$ cat src/rtl/sobel_frame_ctrl_if.sv
// Bus bundle for sobel_frame_ctrl: pixel source, frame memory, filter core and result stream.
// The err signal exists only when SOBEL_FRAME_CTRL_TIMEOUT_EN is defined.
interface sobel_frame_ctrl_if;
  logic        start;
  logic [7:0]  pix_in;
  logic        pix_valid;
  logic        pix_ready;
  logic        mem_we;
  logic [18:0] mem_waddr;
  logic [7:0]  mem_wdata;
  logic        win_req;
  logic [18:0] win_addr;
  logic [71:0] win_data;
  logic [71:0] filt_in;
  logic        filt_strobe;
  logic [7:0]  filt_out;
  logic        filt_valid;
  logic [7:0]  res_data;
  logic        res_valid;
  logic        res_ready;
  logic        busy;
  logic        done;
`ifdef SOBEL_FRAME_CTRL_TIMEOUT_EN
  logic        err;

  modport master (
    input  start, pix_in, pix_valid, win_data, filt_out, filt_valid, res_ready,
    output pix_ready, mem_we, mem_waddr, mem_wdata, win_req, win_addr,
           filt_in, filt_strobe, res_data, res_valid, busy, done, err
  );
  modport slave (
    output start, pix_in, pix_valid, win_data, filt_out, filt_valid, res_ready,
    input  pix_ready, mem_we, mem_waddr, mem_wdata, win_req, win_addr,
           filt_in, filt_strobe, res_data, res_valid, busy, done, err
  );
`else
  modport master (
    input  start, pix_in, pix_valid, win_data, filt_out, filt_valid, res_ready,
    output pix_ready, mem_we, mem_waddr, mem_wdata, win_req, win_addr,
           filt_in, filt_strobe, res_data, res_valid, busy, done
  );
  modport slave (
    output start, pix_in, pix_valid, win_data, filt_out, filt_valid, res_ready,
    input  pix_ready, mem_we, mem_waddr, mem_wdata, win_req, win_addr,
           filt_in, filt_strobe, res_data, res_valid, busy, done
  );
`endif
endinterface

$ cat src/rtl/sobel_frame_ctrl.sv
// Frame sequencer for the Sobel datapath: load a frame, then fetch/filter/emit every 3x3 window.
// Optional WAIT_FILT watchdog and sticky err output: define SOBEL_FRAME_CTRL_TIMEOUT_EN.
module sobel_frame_ctrl #(
  parameter int IMG_W = 640,
  parameter int IMG_H = 480
) (
  input  logic            clk,
  input  logic            reset,
  sobel_frame_ctrl_if.master bus
);
  typedef enum logic [2:0] {
    S_IDLE, S_LOAD, S_FETCH, S_CAPT, S_FILT, S_WAIT_FILT, S_EMIT, S_DONE
  } state_t;

  localparam logic [18:0] LAST_PIX = 19'(IMG_W * IMG_H - 1);
  localparam logic [18:0] ROW_STEP = 19'(IMG_W);
  localparam logic [9:0]  LAST_COL = 10'(IMG_W - 3);
  localparam logic [8:0]  LAST_ROW = 9'(IMG_H - 3);

  state_t      r_state;
  state_t      w_next;
  logic [18:0] r_wcnt;
  logic [18:0] r_row_base;
  logic [9:0]  r_col;
  logic [8:0]  r_row;
  logic [71:0] r_filt_in;
  logic [7:0]  r_res_data;
  logic        r_res_valid;
  logic        w_pix_fire;
  logic        w_filt_fire;
  logic        w_res_fire;
  logic        w_frame_start;
  logic        w_last_win;
  logic        w_timeout;

  assign w_frame_start = (r_state == S_IDLE) && bus.start;
  assign w_last_win    = (r_row == LAST_ROW) && (r_col == LAST_COL);

`ifdef SOBEL_FRAME_CTRL_TIMEOUT_EN
  logic [7:0] r_wdog;
  logic       r_err;

  // A late filt_valid on the final watchdog cycle still wins over the timeout.
  assign w_timeout = (r_state == S_WAIT_FILT) && (r_wdog == 8'd254) && !bus.filt_valid;
  assign bus.err   = r_err;

  always_ff @(posedge clk or negedge reset) begin
    if (!reset) begin
      r_wdog <= 8'd0;
      r_err  <= 1'b0;
    end else begin
      r_wdog <= (r_state == S_WAIT_FILT) ? r_wdog + 8'd1 : 8'd0;
      if (w_frame_start)
        r_err <= 1'b0;
      else if (w_timeout)
        r_err <= 1'b1;
    end
  end
`else
  assign w_timeout = 1'b0;
`endif

  always_ff @(posedge clk or negedge reset) begin
    if (!reset)
      r_state <= S_IDLE;
    else
      r_state <= w_next;
  end

  always_comb begin
    w_next      = r_state;
    w_pix_fire  = 1'b0;
    w_filt_fire = 1'b0;
    w_res_fire  = 1'b0;
    case (r_state)
      S_IDLE: begin
        if (bus.start) w_next = S_LOAD;
        else           w_next = S_IDLE;
      end
      S_LOAD: begin
        w_pix_fire = bus.pix_valid;
        if (bus.pix_valid && (r_wcnt == LAST_PIX)) w_next = S_FETCH;
        else                                      w_next = S_LOAD;
      end
      S_FETCH: w_next = S_CAPT;
      S_CAPT:  w_next = S_FILT;
      S_FILT:  w_next = S_WAIT_FILT;
      S_WAIT_FILT: begin
        w_filt_fire = bus.filt_valid || w_timeout;
        if (w_filt_fire) w_next = S_EMIT;
        else             w_next = S_WAIT_FILT;
      end
      S_EMIT: begin
        w_res_fire = bus.res_ready;
        if (!bus.res_ready)  w_next = S_EMIT;
        else if (w_last_win) w_next = S_DONE;
        else                 w_next = S_FETCH;
      end
      S_DONE:  w_next = S_IDLE;
      default: w_next = S_IDLE;
    endcase
  end

  // Row base is tracked incrementally so no multiplier is needed for win_addr.
  always_ff @(posedge clk or negedge reset) begin
    if (!reset) begin
      r_wcnt     <= 19'd0;
      r_row_base <= 19'd0;
      r_col      <= 10'd0;
      r_row      <= 9'd0;
    end else if (w_frame_start) begin
      r_wcnt     <= 19'd0;
      r_row_base <= 19'd0;
      r_col      <= 10'd0;
      r_row      <= 9'd0;
    end else if (w_pix_fire) begin
      r_wcnt <= r_wcnt + 19'd1;
    end else if (w_res_fire && !w_last_win) begin
      if (r_col == LAST_COL) begin
        r_col      <= 10'd0;
        r_row      <= r_row + 9'd1;
        r_row_base <= r_row_base + ROW_STEP;
      end else begin
        r_col <= r_col + 10'd1;
      end
    end
  end

  always_ff @(posedge clk or negedge reset) begin
    if (!reset) begin
      r_filt_in   <= 72'd0;
      r_res_data  <= 8'h00;
      r_res_valid <= 1'b0;
    end else begin
      if (r_state == S_CAPT)
        r_filt_in <= bus.win_data;
      if (w_filt_fire) begin
        r_res_data  <= w_timeout ? 8'h00 : bus.filt_out;
        r_res_valid <= 1'b1;
      end else if (w_res_fire) begin
        r_res_valid <= 1'b0;
      end
    end
  end

  assign bus.pix_ready   = (r_state == S_LOAD);
  assign bus.mem_we      = w_pix_fire;
  assign bus.mem_waddr   = r_wcnt;
  assign bus.mem_wdata   = w_pix_fire ? bus.pix_in : 8'h00;
  assign bus.win_req     = (r_state == S_FETCH);
  assign bus.win_addr    = r_row_base + {9'd0, r_col};
  assign bus.filt_in     = r_filt_in;
  assign bus.filt_strobe = (r_state == S_FILT);
  assign bus.res_data    = r_res_data;
  assign bus.res_valid   = r_res_valid;
  assign bus.busy        = (r_state != S_IDLE);
  assign bus.done        = (r_state == S_DONE);
endmodule
$ cat src/flat_wrapper.sv
// flat-port wrapper written by rule: the top's interface ports become plain ports
module sobel_frame_ctrl_flat 
#(
  parameter int IMG_W = 640,
  parameter int IMG_H = 480
)
  (clk, reset, bus_start, bus_pix_in, bus_pix_valid, bus_win_data, bus_filt_out, bus_filt_valid, bus_res_ready, bus_pix_ready, bus_mem_we, bus_mem_waddr, bus_mem_wdata, bus_win_req, bus_win_addr, bus_filt_in, bus_filt_strobe, bus_res_data, bus_res_valid, bus_busy, bus_done);
  sobel_frame_ctrl_if bus_i ();
  input  logic clk;
  input  logic reset;
  input wire logic [$bits(bus_i.start)-1:0] bus_start;
  input wire logic [$bits(bus_i.pix_in)-1:0] bus_pix_in;
  input wire logic [$bits(bus_i.pix_valid)-1:0] bus_pix_valid;
  input wire logic [$bits(bus_i.win_data)-1:0] bus_win_data;
  input wire logic [$bits(bus_i.filt_out)-1:0] bus_filt_out;
  input wire logic [$bits(bus_i.filt_valid)-1:0] bus_filt_valid;
  input wire logic [$bits(bus_i.res_ready)-1:0] bus_res_ready;
  output wire logic [$bits(bus_i.pix_ready)-1:0] bus_pix_ready;
  output wire logic [$bits(bus_i.mem_we)-1:0] bus_mem_we;
  output wire logic [$bits(bus_i.mem_waddr)-1:0] bus_mem_waddr;
  output wire logic [$bits(bus_i.mem_wdata)-1:0] bus_mem_wdata;
  output wire logic [$bits(bus_i.win_req)-1:0] bus_win_req;
  output wire logic [$bits(bus_i.win_addr)-1:0] bus_win_addr;
  output wire logic [$bits(bus_i.filt_in)-1:0] bus_filt_in;
  output wire logic [$bits(bus_i.filt_strobe)-1:0] bus_filt_strobe;
  output wire logic [$bits(bus_i.res_data)-1:0] bus_res_data;
  output wire logic [$bits(bus_i.res_valid)-1:0] bus_res_valid;
  output wire logic [$bits(bus_i.busy)-1:0] bus_busy;
  output wire logic [$bits(bus_i.done)-1:0] bus_done;
  assign bus_i.start = bus_start;
  assign bus_i.pix_in = bus_pix_in;
  assign bus_i.pix_valid = bus_pix_valid;
  assign bus_i.win_data = bus_win_data;
  assign bus_i.filt_out = bus_filt_out;
  assign bus_i.filt_valid = bus_filt_valid;
  assign bus_i.res_ready = bus_res_ready;
  assign bus_pix_ready = bus_i.pix_ready;
  assign bus_mem_we = bus_i.mem_we;
  assign bus_mem_waddr = bus_i.mem_waddr;
  assign bus_mem_wdata = bus_i.mem_wdata;
  assign bus_win_req = bus_i.win_req;
  assign bus_win_addr = bus_i.win_addr;
  assign bus_filt_in = bus_i.filt_in;
  assign bus_filt_strobe = bus_i.filt_strobe;
  assign bus_res_data = bus_i.res_data;
  assign bus_res_valid = bus_i.res_valid;
  assign bus_busy = bus_i.busy;
  assign bus_done = bus_i.done;
  sobel_frame_ctrl #(.IMG_W(IMG_W), .IMG_H(IMG_H)) u_core (.clk(clk), .reset(reset), .bus(bus_i));
endmodule
$ cat config.mk
export PLATFORM = sky130hd
export DESIGN_NAME = sobel_frame_ctrl_flat
export DESIGN_NICKNAME = d
export VERILOG_FILES = /design/src/rtl/sobel_frame_ctrl_if.sv /design/src/rtl/sobel_frame_ctrl.sv /design/src/flat_wrapper.sv
export SDC_FILE = /design/constraint.sdc
export NUM_CORES = 1
export LEC_CHECK = 0
export BUFFER_PORTS_ARGS = -buffer_cell sky130_fd_sc_hd__buf_2
export CORE_MARGIN = 5
export CORE_UTILIZATION = 25
export CTS_BUF_LIST = sky130_fd_sc_hd__clkbuf_4
export DETAILED_ROUTE_END_ITERATION = 6
export GPL_TIMING_DRIVEN = 0
export SLEW_MARGIN = 20
export SYNTH_ARGS = -nofsm -noshare
export SYNTH_HDL_FRONTEND = slang
export SYNTH_SLANG_ARGS = --single-unit
export TNS_END_PERCENT = 1
$ cat constraint.sdc
create_clock -name clk -period 2.5 [get_ports clk]
set_clock_uncertainty 0.15 [all_clocks]
set_input_delay 0.5 -clock clk [delete_from_list [all_inputs] [get_ports clk]]
set_output_delay 0.5 -clock clk [all_outputs]
set_load 0.005 [all_outputs]
## Word level (Yosys, flattened, before mapping)

Index checks and enable logic that the tools add are counted.
Widths: inputs -> output; s select.

- Bits in registers: 141
- Bits of input ports: 94
- Output and inout bits: 133
- Logic and storage cells: 63

- $add $sub $neg: 5
- Equality and inequality tests: 11
- Mux-type cells: 26
- Reductions and logical operators: 13

Operators with widths:

| operator | count |
|---|---|
| $mux 19 | 6 |
| $mux 10 | 4 |
| $mux 9 | 4 |
| $pmux 3 s8 | 1 |
| $add 19x1->19 const B | 1 |
| $add 19x10->19 | 1 |
| $add 19x10->19 const B | 1 |
| $eq 19x19->1 const B | 1 |
| $eq 3x3->1 const B | 4 |
| $add 10x1->10 const B | 1 |
| $eq 10x10->1 const B | 1 |
| $add 9x1->9 const B | 1 |
| $eq 9x9->1 const B | 1 |
| $mux 8 | 1 |
| $reduce_bool 2->1 | 4 |
| $eq 3x2->1 const B | 2 |
| $mux 1 | 6 |
| $mux 3 | 2 |
| $logic_and 1x1->1 | 4 |
| $mux 2 | 2 |
| $eq 3x1->1 const B | 1 |
| $logic_not 3->1 | 1 |
| $reduce_and 3->1 | 1 |
| $reduce_bool 3->1 | 1 |
| 3 further kinds | 3 |

## Logic depth before layout (Yosys ltp)

- Depth in word-level cells: 7
- Depth in mapped cells: 8
- Mapped depth without buffers: 7

## Least setup slack after synthesis

No wires, ideal clock.

- Path kind: register to output
- From: register u_core.r_col[8]
- To: output bus_win_addr[11]
- Arrival: 1.624 ns
- Required time: 1.850 ns
- Setup slack: 0.226 ns
- Cell stages (with the launch flop): 6
- Buffers on the path: 0
- Path through: dfrtp_1 ha_1 a21o_1 a21oi_1 nand2b_1 xnor2_1

- Longest elaborated chain between the ends: 1

RTL lines:

| item | RTL line | RTL |
|---|---|---|
| start, declared | sobel_frame_ctrl.sv:24 | `logic [9:0] r_col;` |
| start signal, assigned | sobel_frame_ctrl.sv:124 | `r_col <= r_col + 10'd1;` |
| $add 19x10->19 | sobel_frame_ctrl.sv:151 | `assign bus.win_addr = r_row_base + {9'd0, r_col};` |
| end, declared | flat_wrapper.sv:23 | `output wire logic [$bits(bus_i.win_addr)-1:0] bus_win_addr;` |

No other way between the ends.

## Worst setup path in the final report

- From: register u_core.r_col[8]
- To: output bus_win_addr[15]

Same word-level chain as after synthesis.

==> results.cfg <==
[clock_network]
path_clk_slew_ns = 0.12
cts_tree = done
htree_levels = 4
clk_latency_ns = 0.52
cts_sinks = 134
clockBufferDepth = 2
root_buffer = clkbuf_4
cts_buffers = 17

[grt]
antenna_found_initial = 3
grt_overflow_total = 0
first_global_vias = 5853
grt_max_degree = 71
grt_pass1_wl_um = 31300
grt_util_all_layers = 0.136

[routing]
first_pass_iters = 4
wire_per_inst_um = 16.1
vias = 5575
antenna_left = 0
via_per_inst = 4.57
drt-initial-drc-count = 271
drcViolationCount = 0
routed_wl_um = 19600

[sta]
worst_slack_ns = -0.214
hold_violations = 0
worstMarginPinSlew_ns = 0.733
rsz0062_at_grt = yes
period_needed_ns = 2.71
slew_violations = 0
timing.final.crit_share = 1.09
whs_ns = 0.0641
relSlewSlack = 0.510
fmax_ghz = 0.368
setup_violations = 17

[floorplan]
die_w_um = 169
rows = 58
die_area_um2 = 28500
boundaryPins = 227
coreArea_um2 = 25000
start_util = 0.252
fp.dieH_um = 169

[placement]
routabilityCongestion = 0.798
port_buffers = 226
dpl_worst_slack_ns = -0.269
hpwl_um = 13800
dp_cells = 1103

[worst_setup_path]
r2r-start = u_core.r_state[0]
crit_type = reg -> out
path_buf_inv = 2
worstSetupEndpoint = bus_win_addr[15]
critPathSlowestCell = dfrtp_1
cp-end-kind = output port
worstPathRequired_ns = 1.85
r2r_setup_slack_ns = 0.03
reg2reg_depth = 5
cp.arrival_ns = 2.06
path_depth = 7
startpoint = u_core.r_col[8]
rr_endpoint = u_core.r_row_base[7]
start_kind = flop
crit_fanout = 8
crit_family = flip-flops
cp_cell_sequence = ha_4, a21o_1, a21oi_4, buf_6, nor3b_2, xor2_1, buf_2
slowest_delay_ns = 0.43

[cells_and_area]
fillers = 2460
final_common_cell = buf_2
multi_input_area_um2 = 2870
utilization = 0.367
layout.area.seq_um2 = 3360
final_cell_mix = buf_2, dfrtp_1, mux2_2, dlygate4sd3_1, nand2_1
synthToLayoutAreaGrowth_pct = 45.8
drive_gt1_frac = 0.441
layout.nets = 979
fin_cells = 1220

[power_and_ir_drop]
p_total_uw = 4640
power_density_nw_per_um2 = 504
power.leakage_uw = 0.00428
vdd_drop_max_v = 0.000332

[synth]
synth-seq-cells = 134
ys_warn_count = 0
syn-instance-count = 546
synth_enable_flop_cells = 0
synth.avg_cell_area_um2 = 11.5
ys_types = 61
ys_seq_area_frac = 0.532
async_flop_share = 1.00
synthFlopType = dfrtp_1
syn_area_um2 = 6300
syn_nets = 649

[status]
violations = negative setup slack
status = finished with violations

[job]
cap_violations = 0

[worst_hold_path]
min_path_type = in -> reg
==> flip-flops by register name, indices dropped and copies added, names as in the netlist <==
name	count
u_core.r_row_base	12
u_core.r_state	3
u_core.bus.res_data	8
u_core.bus.res_valid	1
u_core.r_row	9
u_core.bus.filt_in	72
u_core.r_col	10
u_core.bus.mem_waddr	19
==> worst register-to-register path: stages (launching register included) <==
cell and delay, ns:
dfrtp_2 0.46, nand4b_1 0.36, a21o_1 0.31, clkbuf_1 0.27, o21ai_0 0.63, mux2i_1 0.17
==> area by class of cell <==
cell class,count,area share
sequential,134,0.365
multi-input combinational,366,0.312
timing repair buffer,312,0.218
tap,330,0.0449
clock inverter,14,0.0218
buffer,36,0.0172
clock buffer,18,0.0147
inverter,9,0.00558
antenna,1,0.000272
==> metrics by stage <==
stage,TNS [ns],cell area [µm²]
4_1_cts,-3.71,9070
6_report,-2.15,9190
5_1_grt,-6.17,9190
3_5_place_dp,-1.72,7890
2_1_floorplan,0,6300
3_3_place_gp,-175.47,7850
==> worst min path at each step <==
stage | start | to | slack (ns) | depth (start not counted)
after floorplan | reset | u_core.bus.filt_in[0] | 0.05 | 0
after global placement | u_core.bus.res_valid | u_core.bus.res_valid | 0.31 | 2
after detailed placement | u_core.bus.res_valid | u_core.bus.res_valid | 0.31 | 2
after CTS | bus_filt_out[4] | u_core.bus.res_data[4] | 0.001 | 2
after global routing | bus_win_data[47] | u_core.bus.filt_in[47] | 0.0007 | 2
final | bus_win_data[65] | u_core.bus.filt_in[65] | 0.06 | 2
==> synth_stat cells, types with 7 or more instances <==
| library cell | instances | area share |
|---|---|---|
| buf_2 | 10 | 0.0079 |
| inv_1 | 7 | 0.0042 |
| nand2_1 | 31 | 0.018 |
| xor2_1 | 13 | 0.018 |
| nor2_1 | 23 | 0.014 |
| a21oi_1 | 24 | 0.019 |
| ha_1 | 9 | 0.018 |
| nor3_1 | 15 | 0.012 |
| clkbuf_1 | 25 | 0.015 |
| xnor2_1 | 8 | 0.011 |
| o31ai_1 | 8 | 0.0095 |
| dfrtp_1 | 134 | 0.53 |
| o21ai_0 | 19 | 0.015 |
| nand3_1 | 17 | 0.013 |
| nand4_1 | 10 | 0.0099 |
| or3_1 | 10 | 0.0099 |
| mux2i_1 | 8 | 0.013 |
| mux2_2 | 81 | 0.14 |
| and2_1 | 9 | 0.0089 |
==> power breakdown <==
part / total (µW) / switching, µW / internal (µW)
Clock: 1690 / 871 / 815
Combinational: 603 / 271 / 332
Sequential: 2350 / 82.9 / 2260
Total: 4640 / 1220 / 3410
==> what timing repair did <==
action / 4_1_cts / 5_1_grt
pin swaps: 10 / 2
hold buffers: 70 / 5
endpoints found under the setup margin: 36 / 42
buffers inserted: 7 / 3
endpoints found under the hold margin: 138 / 5
resized for setup: 19 / 9
==> cell families (layout without fill, tap and decap cells) <==
kind of cell,count (synthesis),after routing,synth area share
AND/OR/NAND/NOR,162,162,0.145
other,0,1,0
flip-flops,134,134,0.532
adder cells (fa/ha/maj),9,9,0.0179
multiplexers,89,89,0.157
AO/OA/AOI/OAI,85,85,0.0871
XOR/XNOR,21,21,0.0292
buffers and inverters,46,389,0.0310
==> per-layer routing <==
layer | share of wire | wire length, µm | track usage
met5 | 0.0010 | 20 | 0
met4 | 0.021 | 404 | 0.0448
met3 | 0.058 | 1130 | 0.0399
met2 | 0.49 | 9600 | 0.223
met1 | 0.43 | 8490 | 0.173
Note: power is estimated with default switching activity, not from simulation.
